File: src/rtl/uart_tx_packer_if.sv
`default_nettype none
// ---------------------------------------------------------------------------
// Module  : uart_tx_packer_if
// Brief   : Bit-stream input and UART/status output bundle of uart_tx_packer.
// Revision: 1.0
// ---------------------------------------------------------------------------
interface uart_tx_packer_if #(
  parameter int FIFO_DEPTH = 4
);
  localparam int CNT_W = $clog2(FIFO_DEPTH) + 1;

  logic             valid_in;
  logic             bit_in;
  logic             tx;
  logic             busy;
  logic             overflow;
  logic [CNT_W-1:0] fifo_count;
  logic [2:0]       bits_pending;

  modport master (
    output valid_in, bit_in,
    input  tx, busy, overflow, fifo_count, bits_pending
  );

  modport slave (
    input  valid_in, bit_in,
    output tx, busy, overflow, fifo_count, bits_pending
  );
endinterface
`default_nettype wire

File: src/rtl/uart_tx_packer.sv
`default_nettype none
// ---------------------------------------------------------------------------
// Module  : uart_tx_packer
// Brief   : Packs decoded bits LSB-first into bytes, queues them, sends 8N1.
// Revision: 1.0
// ---------------------------------------------------------------------------
module uart_tx_packer #(
  parameter int CLKS_PER_BIT = 16,
  parameter int FIFO_DEPTH   = 4
) (
  input logic             clk,
  input logic             reset,
  uart_tx_packer_if.slave bus
);
  localparam int PTR_W  = $clog2(FIFO_DEPTH);
  localparam int CNT_W  = PTR_W + 1;
  localparam int BAUD_W = $clog2(CLKS_PER_BIT);
  localparam logic [CNT_W-1:0]  C_DEPTH     = CNT_W'(FIFO_DEPTH);
  localparam logic [BAUD_W-1:0] C_BAUD_LAST = BAUD_W'(CLKS_PER_BIT - 1);

  typedef enum logic [1:0] {
    S_IDLE  = 2'd0,
    S_START = 2'd1,
    S_DATA  = 2'd2,
    S_STOP  = 2'd3
  } state_t;

  // Packer
  logic [7:0] pack_q, pack_d;
  logic [2:0] pend_q, pend_d;
  logic [7:0] byte_w;
  logic       push_w;

  // FIFO
  logic [7:0]       mem_q [FIFO_DEPTH];
  logic [PTR_W-1:0] wptr_q, rptr_q;
  logic [CNT_W-1:0] count_q, count_d;
  logic             overflow_q;
  logic             accept_w;
  logic             pop_w;
  logic [7:0]       head_w;

  // Serialiser
  state_t            state_q, state_d;
  logic [BAUD_W-1:0] baud_q, baud_d;
  logic [2:0]        idx_q, idx_d;
  logic [7:0]        sh_q, sh_d;
  logic              tx_q, tx_d;
  logic              busy_q, busy_d;
  logic              baud_end_w;

  always_comb begin
    byte_w         = pack_q;
    byte_w[pend_q] = bus.bit_in;
    push_w         = bus.valid_in && (pend_q == 3'd7);
    pack_d         = pack_q;
    pend_d         = pend_q;
    if (bus.valid_in) begin
      pack_d = byte_w;
      pend_d = pend_q + 3'd1;
    end
  end

  // A full FIFO still takes a push when the serialiser frees a slot on the same edge.
  assign head_w   = mem_q[rptr_q];
  assign accept_w = push_w && ((count_q != C_DEPTH) || pop_w);

  always_comb begin
    count_d = count_q;
    case ({accept_w, pop_w})
      2'b10:   count_d = count_q + CNT_W'(1);
      2'b01:   count_d = count_q - CNT_W'(1);
      default: count_d = count_q;
    endcase
  end

  assign baud_end_w = (baud_q == C_BAUD_LAST);

  always_comb begin
    state_d = state_q;
    baud_d  = baud_q;
    idx_d   = idx_q;
    sh_d    = sh_q;
    pop_w   = 1'b0;
    case (state_q)
      S_IDLE: begin
        if (count_q != '0) begin
          pop_w   = 1'b1;
          sh_d    = head_w;
          baud_d  = '0;
          state_d = S_START;
        end
      end
      S_START: begin
        if (baud_end_w) begin
          baud_d  = '0;
          idx_d   = 3'd0;
          state_d = S_DATA;
        end else begin
          baud_d = baud_q + BAUD_W'(1);
        end
      end
      S_DATA: begin
        if (baud_end_w) begin
          baud_d = '0;
          if (idx_q == 3'd7) begin
            state_d = S_STOP;
          end else begin
            sh_d  = {1'b0, sh_q[7:1]};
            idx_d = idx_q + 3'd1;
          end
        end else begin
          baud_d = baud_q + BAUD_W'(1);
        end
      end
      S_STOP: begin
        if (baud_end_w) begin
          baud_d = '0;
          if (count_q != '0) begin
            pop_w   = 1'b1;
            sh_d    = head_w;
            state_d = S_START;
          end else begin
            state_d = S_IDLE;
          end
        end else begin
          baud_d = baud_q + BAUD_W'(1);
        end
      end
      default: state_d = S_IDLE;
    endcase

    // Line level is registered from the upcoming state so tx never glitches.
    case (state_d)
      S_START: tx_d = 1'b0;
      S_DATA:  tx_d = sh_d[0];
      default: tx_d = 1'b1;
    endcase
    busy_d = (state_d != S_IDLE);
  end

  always_ff @(posedge clk) begin
    if (accept_w) begin
      mem_q[wptr_q] <= byte_w;
    end
  end

  always_ff @(posedge clk) begin
    if (reset) begin
      pack_q     <= '0;
      pend_q     <= '0;
      wptr_q     <= '0;
      rptr_q     <= '0;
      count_q    <= '0;
      overflow_q <= 1'b0;
      state_q    <= S_IDLE;
      baud_q     <= '0;
      idx_q      <= '0;
      sh_q       <= '0;
      tx_q       <= 1'b1;
      busy_q     <= 1'b0;
    end else begin
      pack_q     <= pack_d;
      pend_q     <= pend_d;
      count_q    <= count_d;
      overflow_q <= overflow_q | (push_w & ~accept_w);
      if (accept_w) begin
        wptr_q <= wptr_q + PTR_W'(1);
      end
      if (pop_w) begin
        rptr_q <= rptr_q + PTR_W'(1);
      end
      state_q <= state_d;
      baud_q  <= baud_d;
      idx_q   <= idx_d;
      sh_q    <= sh_d;
      tx_q    <= tx_d;
      busy_q  <= busy_d;
    end
  end

  assign bus.tx           = tx_q;
  assign bus.busy         = busy_q;
  assign bus.overflow     = overflow_q;
  assign bus.fifo_count   = count_q;
  assign bus.bits_pending = pend_q;
endmodule
`default_nettype wire

File: src/flat_wrapper.sv
// flat-port wrapper written by rule: the top's interface ports become plain ports
module uart_tx_packer_flat 
#(
  parameter int CLKS_PER_BIT = 16,
  parameter int FIFO_DEPTH   = 4
)
  (clk, reset, bus_valid_in, bus_bit_in, bus_tx, bus_busy, bus_overflow, bus_fifo_count, bus_bits_pending);
  uart_tx_packer_if #(.FIFO_DEPTH(FIFO_DEPTH)) bus_i ();
  input logic clk;
  input logic reset;
  input wire logic [$bits(bus_i.valid_in)-1:0] bus_valid_in;
  input wire logic [$bits(bus_i.bit_in)-1:0] bus_bit_in;
  output wire logic [$bits(bus_i.tx)-1:0] bus_tx;
  output wire logic [$bits(bus_i.busy)-1:0] bus_busy;
  output wire logic [$bits(bus_i.overflow)-1:0] bus_overflow;
  output wire logic [$bits(bus_i.fifo_count)-1:0] bus_fifo_count;
  output wire logic [$bits(bus_i.bits_pending)-1:0] bus_bits_pending;
  assign bus_i.valid_in = bus_valid_in;
  assign bus_i.bit_in = bus_bit_in;
  assign bus_tx = bus_i.tx;
  assign bus_busy = bus_i.busy;
  assign bus_overflow = bus_i.overflow;
  assign bus_fifo_count = bus_i.fifo_count;
  assign bus_bits_pending = bus_i.bits_pending;
  uart_tx_packer #(.CLKS_PER_BIT(CLKS_PER_BIT), .FIFO_DEPTH(FIFO_DEPTH)) u_core (.clk(clk), .reset(reset), .bus(bus_i));
endmodule
File: config.mk
export PLATFORM = sky130hd
export DESIGN_NAME = uart_tx_packer_flat
export DESIGN_NICKNAME = d
export VERILOG_FILES = /design/src/rtl/uart_tx_packer_if.sv /design/src/rtl/uart_tx_packer.sv /design/src/flat_wrapper.sv
export SDC_FILE = /design/constraint.sdc
export NUM_CORES = 1
export LEC_CHECK = 0
export CORE_UTILIZATION = 63
export DETAILED_ROUTE_END_ITERATION = 6
export PLACE_DENSITY = 0.82
export SLEW_MARGIN = 20
export SYNTH_ARGS = -nofsm -noshare
export SYNTH_HDL_FRONTEND = slang
export SYNTH_SLANG_ARGS = --single-unit
File: constraint.sdc
create_clock -name clk -period 4.9 [get_ports clk]
set_input_delay 1.225 -clock clk [delete_from_list [all_inputs] [get_ports clk]]
set_output_delay 1.225 -clock clk [all_outputs]
set_load 0.005 [all_outputs]
==> reports/metrics.cfg <==
[pwr]
powerDensity_nw_per_um2=452
ir_worst_vdd_mv=0.348
p_leak_nw=1.37
power_mw=1.73

[status]
outcome=completed

[yosys]
synth_edf_count=32
synth_seq_cells=72
synth.mux.area_fraction_pct=13.2
synth_ff_type=dfxtp_1
synth_warnings=0
synth_area_per_cell_sq_um=11.9
syn_area_sq_um=3520
synth_top_family_by_area=simple AND/OR/NAND/NOR gates
synthesis.nets=314
synth_cell_types=61
yosys.area_share.simple_pct=15.7
synth_adder_area_share_pct=5.55
synth.yosys.seq_area_share_pct=50.1
synth_xor_area_share_pct=0.995
syn_inst=295
synth_compound_area_share_pct=9.95
synthArstFlopShare_pct=0

[detailed_routing]
vias_per_cell=6.21
wirelength_um=6580
avgRoutedWirePerCell_um=17.6
route.detailed.drc=0
ant_nets=0
firstDrtPassIters=4
drtIter0Drc=155
vias=2315

[critical_path]
endpoint_kind=flip-flop
worstPathRequired_ps=5150
cp-start-kind=input port
slowest_stage=clkdlybuf4s50_1
cpPeakStageDelay_ps=390
crit_chain=clkdlybuf4s50_1, buf_4, nand2_1, and4_2, inv_1, fa_1, a22oi_1, mux2_2
arrival_ps=3160
path_class=input port to flip-flop
cp_top_family=buffers and inverters
path_max_fanout=17
timing.critical_path.buf_inv=3

[grt]
busiest_layer=met2
grt_overflow=0
grt_pass1_vias=2158
use_met3_pct=7.26
grt_usage_pct=24.4
grt_max_degree=41
grt_use_met1_pct=33.0
grt_pass1_wl_um=11000
antenna_found_initial=0
met2_usage_pct=37.9

[timing]
clock.fmax_mhz=344
final_max_slew_viol_count=0
period_needed_ps=2910
tightest_slew_ps=542
setup_violations=0
finalSetupTns_ps=0
fin_crit_sh_pct=59.3
slew_headroom_pct=62.9
grt_setup_unrepaired=no
hold_viol=0
finClkSkew_ps=9.85

[floorplanning]
core-area_sq_um=5240
die_area_sq_um=5890
die_h_um=76.7
dieWidth_um=76.7
fp-row-count=26
io_pins=13
initial_core_util_pct=67.2

[cts]
holdBufCountCts=0
cts_sinks=72
cts_setup_buffers=0
cts_max_level=3
cts_resized=0
clock_latency_ps=360
cts-buffers-inserted=9
cts_buffer_depth=2
clkTransAtPathRegs_ps=80
tritoncts=built
root_buffer=clkbuf_8

[final_layout]
synthToLayoutAreaGrowth_pct=8.67
layout.nets=317
antenna_cells=0
finalNonFillerCells=373
layout-drive-gt1-share_pct=17.8
final_util_pct=73.0

[placement]
post-place-cells=357
portBuffers=12
dp_hpwl_um=4370
gp_congestion=0.778

[run]
cap_violations=0

[min_path]
hold_path.class=flip-flop to flip-flop

-- worst register-to-register path, stage by stage, from the launching register on --
cell and delay, ps:
dfxtp_1 380, ha_1 330, a41o_1 530, and4_2 310, inv_1 50, fa_1 370
a22oi_1 190, mux2_2 350
-- cell usage after synthesis (3+ instances only) --
| library cell | number | area share (%) |
|---|---|---|
| a21oi_1 | 10 | 1.4 |
| a221oi_1 | 6 | 1.5 |
| and2_1 | 5 | 0.89 |
| buf_1 | 3 | 0.32 |
| buf_2 | 5 | 0.71 |
| buf_6 | 4 | 1.3 |
| clkbuf_1 | 9 | 0.96 |
| dfxtp_1 | 40 | 23 |
| edfxtp_1 | 32 | 27 |
| ha_1 | 14 | 5.0 |
| inv_1 | 10 | 1.1 |
| mux2_2 | 15 | 4.8 |
| mux2i_1 | 11 | 3.1 |
| mux4_2 | 7 | 4.5 |
| nand2_1 | 5 | 0.53 |
| nand2b_1 | 3 | 0.53 |
| nand3_1 | 4 | 0.57 |
| nand3b_1 | 5 | 1.1 |
| nand4b_1 | 5 | 1.2 |
| nor2_1 | 30 | 3.2 |
| nor3_1 | 15 | 2.1 |
| nor3b_1 | 6 | 1.3 |
| xnor2_1 | 3 | 0.75 |
-- cells in the final DEF, fill, tap and decap left out, types with 3 or more instances in the layout --
| cell type | count |
|---|---|
| nor3_1 | 15 |
| inv_1 | 10 |
| nand3_1 | 4 |
| nand2_1 | 5 |
| mux2i_1 | 11 |
| nand3b_1 | 5 |
| xnor2_1 | 3 |
| a21oi_1 | 10 |
| nor2_1 | 30 |
| nor3b_1 | 6 |
| clkdlybuf4s50_1 | 12 |
| a221oi_1 | 6 |
| dfxtp_1 | 40 |
| nand2b_1 | 3 |
| edfxtp_1 | 32 |
| ha_1 | 14 |
| nand4b_1 | 5 |
| mux2_2 | 15 |
| mux4_2 | 7 |
| clkbuf_8 | 9 |
| and2_1 | 5 |
-- sequential cells by signal, summed over array words and instances, names as in the netlist, named ones only --
name / count
u_core.bus.fifo_count: 3
u_core.rptr_q: 2
u_core.bus.busy: 1
u_core.bus.bits_pending: 3
u_core.bus.overflow: 1
u_core.idx_q: 3
u_core.pack_q: 8
u_core.baud_q: 4
u_core.sh_q: 8
u_core.wptr_q: 2
u_core.state_q: 2
u_core.bus.tx: 1
u_core.mem_q: 32
-- path summary, 6_finish.rpt --
path	from	endpoint	slack, ps	cells past startpoint
min reg2reg	u_core.idx_q[2]	u_core.idx_q[2]	460	2
max	bus_valid_in	u_core.bus.fifo_count[2]	1990	8
max reg2reg	u_core.baud_q[0]	u_core.bus.fifo_count[2]	2280	7
min	u_core.idx_q[2]	u_core.idx_q[2]	460	2
-- report_power, final --
| part | switching (mW) | internal, mW |
|---|---|---|
| Sequential | 0.0789 | 0.680 |
| Clock | 0.253 | 0.226 |
| Combinational | 0.240 | 0.250 |
-- routing by layer --
| metal | vias up | wire length, um |
|---|---|---|
| li1 | 1114 | - |
| met1 | 1137 | 3110 |
| met2 | 59 | 3070 |
| met3 | 5 | 356 |
| met4 | 0 | 40 |
| met5 | - | 0 |
-- metrics by stage --
stage	worst slack, ps	hold WS, ps	instance area (sq um)
after floorplan	2120	436	3520
after detailed placement	1620	457	3620
after global routing	1910	497	3820
after CTS	2000	469	3820
after global placement	1640	442	3620
final	1990	465	3820
-- final cells by class --
class | count | area (sq um)
multi-input combinational | 191 | 1600
clock inverter | 6 | 56.3
clock buffer | 10 | 149
fill | 371 | 1410
tap | 70 | 87.6
timing repair buffer | 14 | 135
sequential | 72 | 1760
inverter | 10 | 37.5
-- logic make-up (layout without fill, tap and decap cells) --
logic type / count (synthesis) / after routing
buffers and inverters: 32 / 40
multiplexers: 34 / 34
XOR/XNOR: 4 / 4
adder cells (fa/ha/maj): 15 / 15
flip-flops: 72 / 72
AND/OR/NAND/NOR: 95 / 95
AO/OA/AOI/OAI: 43 / 43
Note: power is estimated with default switching activity, not from simulation.
